File: src/rtl/mac_operand_feeder.sv
// Operand-pair FIFO feeding the MAC: one pair is popped onto the registered
// outputs on every rising edge of the MAC fetching-input flag.
module mac_operand_feeder #(
    parameter int WIDTH  = 5,
    parameter int DEPTH  = 4,
    parameter int ADDR_W = 2
) (
    input  logic              clk_i,
    input  logic              nreset_i,
    input  logic              push_i,
    input  logic [WIDTH-1:0]  multiplicand_i,
    input  logic [WIDTH-1:0]  multiplier_i,
    input  logic              fetch_i,
    output logic [WIDTH-1:0]  multiplicand_o,
    output logic [WIDTH-1:0]  multiplier_o,
    output logic              consumed_o,
    output logic              empty_o,
    output logic              full_o,
    output logic [ADDR_W:0]   level_o,
    output logic              overflow_o,
    output logic              underrun_o
);

    localparam logic [ADDR_W:0]   LVL_FULL = (ADDR_W + 1)'(DEPTH);
    localparam logic [ADDR_W:0]   LVL_ONE  = (ADDR_W + 1)'(1);
    localparam logic [ADDR_W-1:0] PTR_ONE  = ADDR_W'(1);

    logic              fetch_q;
    logic [ADDR_W-1:0] rd_ptr_q, rd_ptr_d;
    logic [ADDR_W-1:0] wr_ptr_q, wr_ptr_d;
    logic [ADDR_W:0]   level_q, level_d;
    logic [WIDTH-1:0]  mem_a_q [DEPTH];
    logic [WIDTH-1:0]  mem_b_q [DEPTH];
    logic [WIDTH-1:0]  mcand_q, mcand_d;
    logic [WIDTH-1:0]  mplier_q, mplier_d;
    logic              consumed_q, consumed_d;
    logic              overflow_q, overflow_d;
    logic              underrun_q, underrun_d;

    logic empty_s, full_s, pop_req_s, pop_s, underrun_ev_s, push_acc_s, drop_s;

    // All decisions use pre-edge state, so a pop frees a full slot for a same-edge push.
    assign empty_s       = (level_q == {(ADDR_W + 1){1'b0}});
    assign full_s        = (level_q == LVL_FULL);
    assign pop_req_s     = fetch_i & ~fetch_q;
    assign pop_s         = pop_req_s & ~empty_s;
    assign underrun_ev_s = pop_req_s & empty_s;
    assign push_acc_s    = push_i & (~full_s | pop_s);
    assign drop_s        = push_i & full_s & ~pop_s;

    // Next-state for pointers, level, presented operands and status flags.
    always_comb begin
        rd_ptr_d   = rd_ptr_q;
        wr_ptr_d   = wr_ptr_q;
        level_d    = level_q;
        mcand_d    = mcand_q;
        mplier_d   = mplier_q;
        consumed_d = 1'b0;
        overflow_d = overflow_q;
        underrun_d = underrun_q;

        if (pop_s) begin
            mcand_d    = mem_a_q[rd_ptr_q];
            mplier_d   = mem_b_q[rd_ptr_q];
            rd_ptr_d   = rd_ptr_q + PTR_ONE;
            consumed_d = 1'b1;
        end else if (underrun_ev_s) begin
            mcand_d    = {WIDTH{1'b0}};
            mplier_d   = {WIDTH{1'b0}};
            underrun_d = 1'b1;
        end else begin
            mcand_d    = mcand_q;
            mplier_d   = mplier_q;
        end

        if (push_acc_s) begin
            wr_ptr_d = wr_ptr_q + PTR_ONE;
        end else if (drop_s) begin
            overflow_d = 1'b1;
        end else begin
            wr_ptr_d = wr_ptr_q;
        end

        case ({push_acc_s, pop_s})
            2'b10:   level_d = level_q + LVL_ONE;
            2'b01:   level_d = level_q - LVL_ONE;
            default: level_d = level_q;
        endcase
    end

    // Control and output state registers.
    always_ff @(posedge clk_i or negedge nreset_i) begin
        if (!nreset_i) begin
            fetch_q    <= 1'b0;
            rd_ptr_q   <= {ADDR_W{1'b0}};
            wr_ptr_q   <= {ADDR_W{1'b0}};
            level_q    <= {(ADDR_W + 1){1'b0}};
            mcand_q    <= {WIDTH{1'b0}};
            mplier_q   <= {WIDTH{1'b0}};
            consumed_q <= 1'b0;
            overflow_q <= 1'b0;
            underrun_q <= 1'b0;
        end else begin
            fetch_q    <= fetch_i;
            rd_ptr_q   <= rd_ptr_d;
            wr_ptr_q   <= wr_ptr_d;
            level_q    <= level_d;
            mcand_q    <= mcand_d;
            mplier_q   <= mplier_d;
            consumed_q <= consumed_d;
            overflow_q <= overflow_d;
            underrun_q <= underrun_d;
        end
    end

    // FIFO storage; cleared on reset so no unknowns ever reach the MAC.
    always_ff @(posedge clk_i or negedge nreset_i) begin
        if (!nreset_i) begin
            for (int i = 0; i < DEPTH; i++) begin
                mem_a_q[i] <= {WIDTH{1'b0}};
                mem_b_q[i] <= {WIDTH{1'b0}};
            end
        end else if (push_acc_s) begin
            mem_a_q[wr_ptr_q] <= multiplicand_i;
            mem_b_q[wr_ptr_q] <= multiplier_i;
        end
    end

    assign multiplicand_o = mcand_q;
    assign multiplier_o   = mplier_q;
    assign consumed_o     = consumed_q;
    assign level_o        = level_q;
    assign empty_o        = empty_s;
    assign full_o         = full_s;
    assign overflow_o     = overflow_q;
    assign underrun_o     = underrun_q;

endmodule

File: config.mk
export PLATFORM = sky130hd
export DESIGN_NAME = mac_operand_feeder
export DESIGN_NICKNAME = d
export VERILOG_FILES = /design/src/rtl/mac_operand_feeder.sv
export SDC_FILE = /design/constraint.sdc
export NUM_CORES = 1
export LEC_CHECK = 0
export BUFFER_PORTS_ARGS = -buffer_cell sky130_fd_sc_hd__buf_4
export CORE_ASPECT_RATIO = 1.4
export CORE_UTILIZATION = 62
export DETAILED_ROUTE_END_ITERATION = 16
export PLACE_DENSITY = 0.84
export SLEW_MARGIN = 20
export SYNTH_ARGS = -nofsm -noshare
export SYNTH_HDL_FRONTEND = slang
export SYNTH_SLANG_ARGS = --single-unit
File: constraint.sdc
create_clock -name clk_i -period 7.1 [get_ports clk_i]
set_clock_uncertainty 0.05 [all_clocks]
set_input_delay 1.42 -clock clk_i [delete_from_list [all_inputs] [get_ports clk_i]]
set_output_delay 1.42 -clock clk_i [all_outputs]
set_load 0.01 [all_outputs]
### After elaboration in Yosys (flattened, before gate mapping)

Cells that the tools add are included.

| operators by class | value |
|---|---|
| shifts and indexed selects | 0 |
| divide/modulo/power cells | 0 |
| multipliers | 0 |
| magnitude comparators | 3 |
| bitwise gates (word level) | 14 |
| equality and inequality tests | 3 |
| $add $sub $neg | 4 |
| reductions and logical operators | 6 |
| multiplexer cells | 15 |

Operators by type and width:

| operator | number |
|---|---|
| 20-bit bitwise mux | 2 |
| 5-bit two-way mux | 8 |
| 5-bit binary-select mux with 2-bit select | 2 |
| 5-bit demux with 2-bit select | 1 |
| 1-bit bitwise AND | 6 |
| 3-bit >= comparator, second input constant | 2 |
| 2-bit NOT with 3-bit output | 2 |
| 3-bit case mux with 2 select lines | 1 |
| 1-bit NOT | 5 |
| 2-bit by 1-bit adder with 2-bit output, second input constant | 2 |
| 2-bit AND reduction | 2 |
| 2-bit nonzero test | 2 |
| 3-bit by 1-bit adder with 3-bit output, second input constant | 1 |
| 3-bit equality test, second input constant | 1 |
| 3-bit zero test | 1 |
| 3-bit by 1-bit less-than comparator with 1-bit output, second input constant | 1 |
| 3-bit by 1-bit subtractor with 3-bit output, second input constant | 1 |
| 2-bit by 1-bit equality test with 1-bit output, second input constant | 1 |
| 2-bit equality test, second input constant | 1 |
| 1-bit logical AND | 1 |
| 1-bit two-way mux | 1 |
| 1-bit bitwise OR | 1 |

| word-level totals | value |
|---|---|
| bits in registers | 61 |
| bits in writable memories | 0 |
| memories | 0 |
| input bits | 14 |
| logic and storage cells | 62 |
| output and inout bits | 18 |
| latch bits | 0 |
| ROM bits | 0 |

### Longest topological paths before layout

| logic depth | value |
|---|---|
| depth after elaboration | 7 |
| gate-level depth with buffers | 8 |
| gate-level depth less buffers | 7 |

### Least setup slack after synthesis

OpenSTA, ideal clock, no wires.

| timing | value |
|---|---|
| kind | input-to-reg |
| start | input fetch_i |
| end | register level_q[2], in the netlist level_o[2] |
| arrival time | 3.105 ns |
| library setup time | 0.087 ns |
| stages on the path | 8 |
| slack | 3.859 ns |
| buffers on the path | 1 |
| required time | 6.963 ns |
| cell sequence | nand2b_1 > nor2_1 > buf_2 > nand2_1 > fa_1 > or3_1 > o31a_1 > o211ai_1 |

| between the ends | value |
|---|---|
| word-level cells in the longest chain between the ends | 6 |
| elaborated cells on any way between the ends | 8 |
| classes of those cells | eq/ne: 2; mux: 1; bitwise: 4; reduce/logical: 1 |

RTL lines:

| item | RTL line | RTL |
|---|---|---|
| start: declaration | 13 | `input logic fetch_i,` |
| 1-bit bitwise AND * | 45 | `assign pop_req_s = fetch_i & ~fetch_q;` |
| 1-bit bitwise AND * | 46 | `assign pop_s = pop_req_s & ~empty_s;` |
| 1-bit bitwise OR | 48 | `assign push_acc_s = push_i & (~full_s \| pop_s);` |
| 1-bit bitwise AND | 48 |  |
| 2-bit by 1-bit equality test with 1-bit output / 2-bit equality test (equally long branches) | 84 | `case ({push_acc_s, pop_s})` |
| 3-bit case mux with 2 select lines / 2-bit nonzero test (equally long branches) | -- |  |
| end signal: assignment | 97 | `level_q <= {(ADDR_W + 1){1'b0}};` |
| end signal: assignment | 107 | `level_q <= level_d;` |
| end: declaration | 31 | `logic [ADDR_W:0] level_q, level_d;` |

Every way passes the cells marked *; elsewhere a longest branch is shown, timed or not.
A chain may end at the register's enable or synchronous reset.

### Worst setup path in the final report

Same ends and word-level chain as after synthesis.

==> flow_summary.toml <==
[outcome]
outcome = "finished, final reports clean"

[floorplanning]
coreArea_sq_um = 4310
io_pins = 32
die_h_microns = 82.3
start_util_pct = 66.3
dieArea_sq_um = 4890
placementRows = 28
die_width_microns = 59.4

[clock_network]
cts_hold_buf = 0
root_buffer = "clkbuf_8"
cts_tree = "yes"
post_cts_buffers = 0
clock_sinks = 61
h-tree-depth = 3
clkSlewWorstSetupHoldPaths_ps = 60
clkLatencyLatePin_ps = 330
cts_resized = 0
cts_inserted_buffers = 9
cts_max_path_buffers = 2

[power]
p_int_mw = 1.12
p_per_area_nw_per_um2 = 491
leakagePower_nw = 1.51
p_sw_mw = 0.499
irDropWorstVdd_mv = 0.296
swShare_pct = 30.9
comb_power_share_pct = 39.9
pwr-share-clk_pct = 18.1
pwr-share-seq_pct = 42.0

[finish]
area_growth_pct = 15.2
drive_gt1_share_pct = 48.4
nets = 228
insertedDiodeCount = 0

[setup_path]
cp_common_cell = "o211ai_1"
rr_startpoint = "fetch_q$_DFF_PN0_"
crit_fanout = 15
cp-startpoint = "fetch_i"
startpoint_type = "input port"
cp_slowest_cell = "nor2_2"
path_class = "in2reg"
max_stage_delay_ps = 660
arrival_ps = 3820
crit_chain = "buf_4 -> nand2b_1 -> nor2_2 -> nand2_1 -> fa_1 -> or3_1 -> o211ai_1 -> o211ai_1"
critPathCaptureType = "flip-flop"
required_ps = 7240

[yosys]
ys_ff_latch = 61
synth_fa_ha_area_share_pct = 2.45
synth_area_per_cell_sq_um = 16.1
yosys_warnings = 0
synth_compound_area_share_pct = 6.53
synthesis.nets = 196
ys_types = 33
synth-edff-count = 0
synth_simple_gate_area_share_pct = 3.99
syn_inst = 177
synth_flop_cell = "dfrtp_1"
synth.mux.area_fraction_pct = 28.9
synth_top_family_by_area = "multiplexers"
synth_area_sq_um = 2860
synth_xor_area_share_pct = 1.53
async_flop_share_pct = 100
ys_seq_area_share_pct = 53.4

[detailed_routing]
wl_per_cell_microns = 20.5
via_per_inst = 6.04
ant_nets = 0
drt-total-wl_microns = 5610
via_count = 1650
drc_errors = 0
dr.pass1.iters = 4
first_iter_violations = 125

[timing]
drv_slew = 0
min_period_ps = 3670
finalHoldViolCount = 0
relSlewSlack_pct = 48.8
hold_slack_ps = 415
worst_pin_slew_ps = 768
finalCritPeriodShare_pct = 51.7
max_freq_mhz = 272
tns_ps = 0
setup_viol_count_final = 0
rsz0062_at_grt = "false"

[worst_hold_path]
hold_class = "reg2reg"
min_from = "underrun_o$_DFFE_PN0P_"

[grt]
grtUsageTotal_pct = 26.9
grt_antenna_before_repair = 0
grt_first_pass_wirelength_microns = 9090
gr-total-overflow = 0
grt_max_degree = 62
first_global_vias = 1779

[job]
maxCapViolCount = 0

[place]
place_hpwl_microns = 3730
place_congestion = 0.858
io_buffers = 31
==> cell type report <==
type | instances | area (sq um)
clock buffer | 15 | 196
fill | 280 | 1020
inverter | 5 | 18.8
multi-input combinational | 101 | 1240
sequential | 61 | 1530
tap | 60 | 75.1
timing repair buffer | 31 | 233
==> synth_stat cells (2+ instances only) <==
| library cell | n | area, sq um |
|---|---|---|
| inv_1 | 5 | 18.8 |
| mux2_4 | 40 | 601 |
| a22o_1 | 10 | 87.6 |
| buf_6 | 4 | 45.0 |
| o211ai_1 | 2 | 15.0 |
| and2_4 | 4 | 35.0 |
| dfrtp_1 | 61 | 1530 |
| o21ai_0 | 3 | 15.0 |
| mux4_2 | 10 | 225 |
| ha_1 | 4 | 50.1 |
| xor2_1 | 2 | 17.5 |
| clkbuf_1 | 3 | 11.3 |
| buf_2 | 3 | 15.0 |
| xnor2_1 | 3 | 26.3 |
| nand2_1 | 4 | 15.0 |
| nor3_1 | 2 | 10.0 |
==> worst paths after layout <==
check                                         end  slack (ps)  depth (start not counted)
min                        underrun_o$_DFFE_PN0P_         420                          1
max reg2reg                level_o[2]$_DFFE_PN0P_        4130                          7
min reg2reg                underrun_o$_DFFE_PN0P_         420                          1
min in group asynchronous       fetch_q$_DFF_PN0_        1090                          1
max                        level_o[2]$_DFFE_PN0P_        3430                          8
max in group asynchronous  level_o[0]$_DFFE_PN0P_        5420                          1
==> worst max-delay path: cells and delay by family <==
| kind | cells | cell delay, ps |
|---|---|---|
| AND/OR/NAND/NOR | 4 | 1550 |
| adder cells (fa/ha/maj) | 1 | 450 |
| AO/OA/AOI/OAI | 2 | 300 |
| buffers and inverters | 1 | 90 |
==> layout by cell type (no fill, tap or decap), types with 2 or more instances in the layout <==
cell type   n
dfrtp_1    61
mux2_4     40
buf_4      31
clkbuf_8   14
mux4_2     10
a22o_1     10
inv_1       5
nand2_1     4
and2_4      4
ha_1        4
xnor2_1     3
o21ai_0     3
nor3_1      2
o211ai_1    2
xor2_1      2
==> sequential cells by signal, summed over array words and instances, names as in the netlist, 2 cells and up <==
register        flops
wr_ptr_q            2
multiplier_o        5
level_o             3
multiplicand_o      5
rd_ptr_q            2
mem_a_q            20
mem_b_q            20
==> cell families after synthesis <==
kind of cell	count (synthesis)
AO/OA/AOI/OAI	24
XOR/XNOR	5
adder cells (fa/ha/maj)	5
buffers and inverters	15
flip-flops	61
multiplexers	50
AND/OR/NAND/NOR	17
==> power by group through the flow <==
stage | clock [mW] | combinational (mW) | sequential, mW
2_1_floorplan | 0 | 0.497 | 0.629
3_3_place_gp | 0 | 0.613 | 0.658
3_5_place_dp | 0 | 0.642 | 0.678
4_1_cts | 0.298 | 0.649 | 0.677
5_1_grt | 0.310 | 0.689 | 0.696
6_report | 0.293 | 0.644 | 0.678
==> stage by stage <==
| step | cells | worst slack (ps) | instance area [sq um] | power [mW] | utilization, % |
|---|---|---|---|---|---|
| finish | 273 | 3430 | 3290 | 1.61 | 76.4 |
| global placement | 258 | 3140 | 3090 | 1.27 | 71.8 |
| CTS | 273 | 3220 | 3290 | 1.62 | 76.3 |
| floorplan | 177 | 3860 | 2860 | 1.13 | - |
| global route | 273 | 3290 | 3290 | 1.70 | 76.4 |
| detailed placement | 258 | 2870 | 3090 | 1.32 | 71.8 |
==> routing by layer <==
| layer | up-vias | routed length [microns] | GRT usage, % |
|---|---|---|---|
| li1 | 710 | - | - |
| met1 | 881 | 2320 | 33.7 |
| met2 | 51 | 3000 | 44.9 |
| met3 | 8 | 222 | 7.01 |
| met4 | 0 | 60 | 9.29 |
| met5 | - | 0 | 0 |
Power figures use the tool's default switching activity.
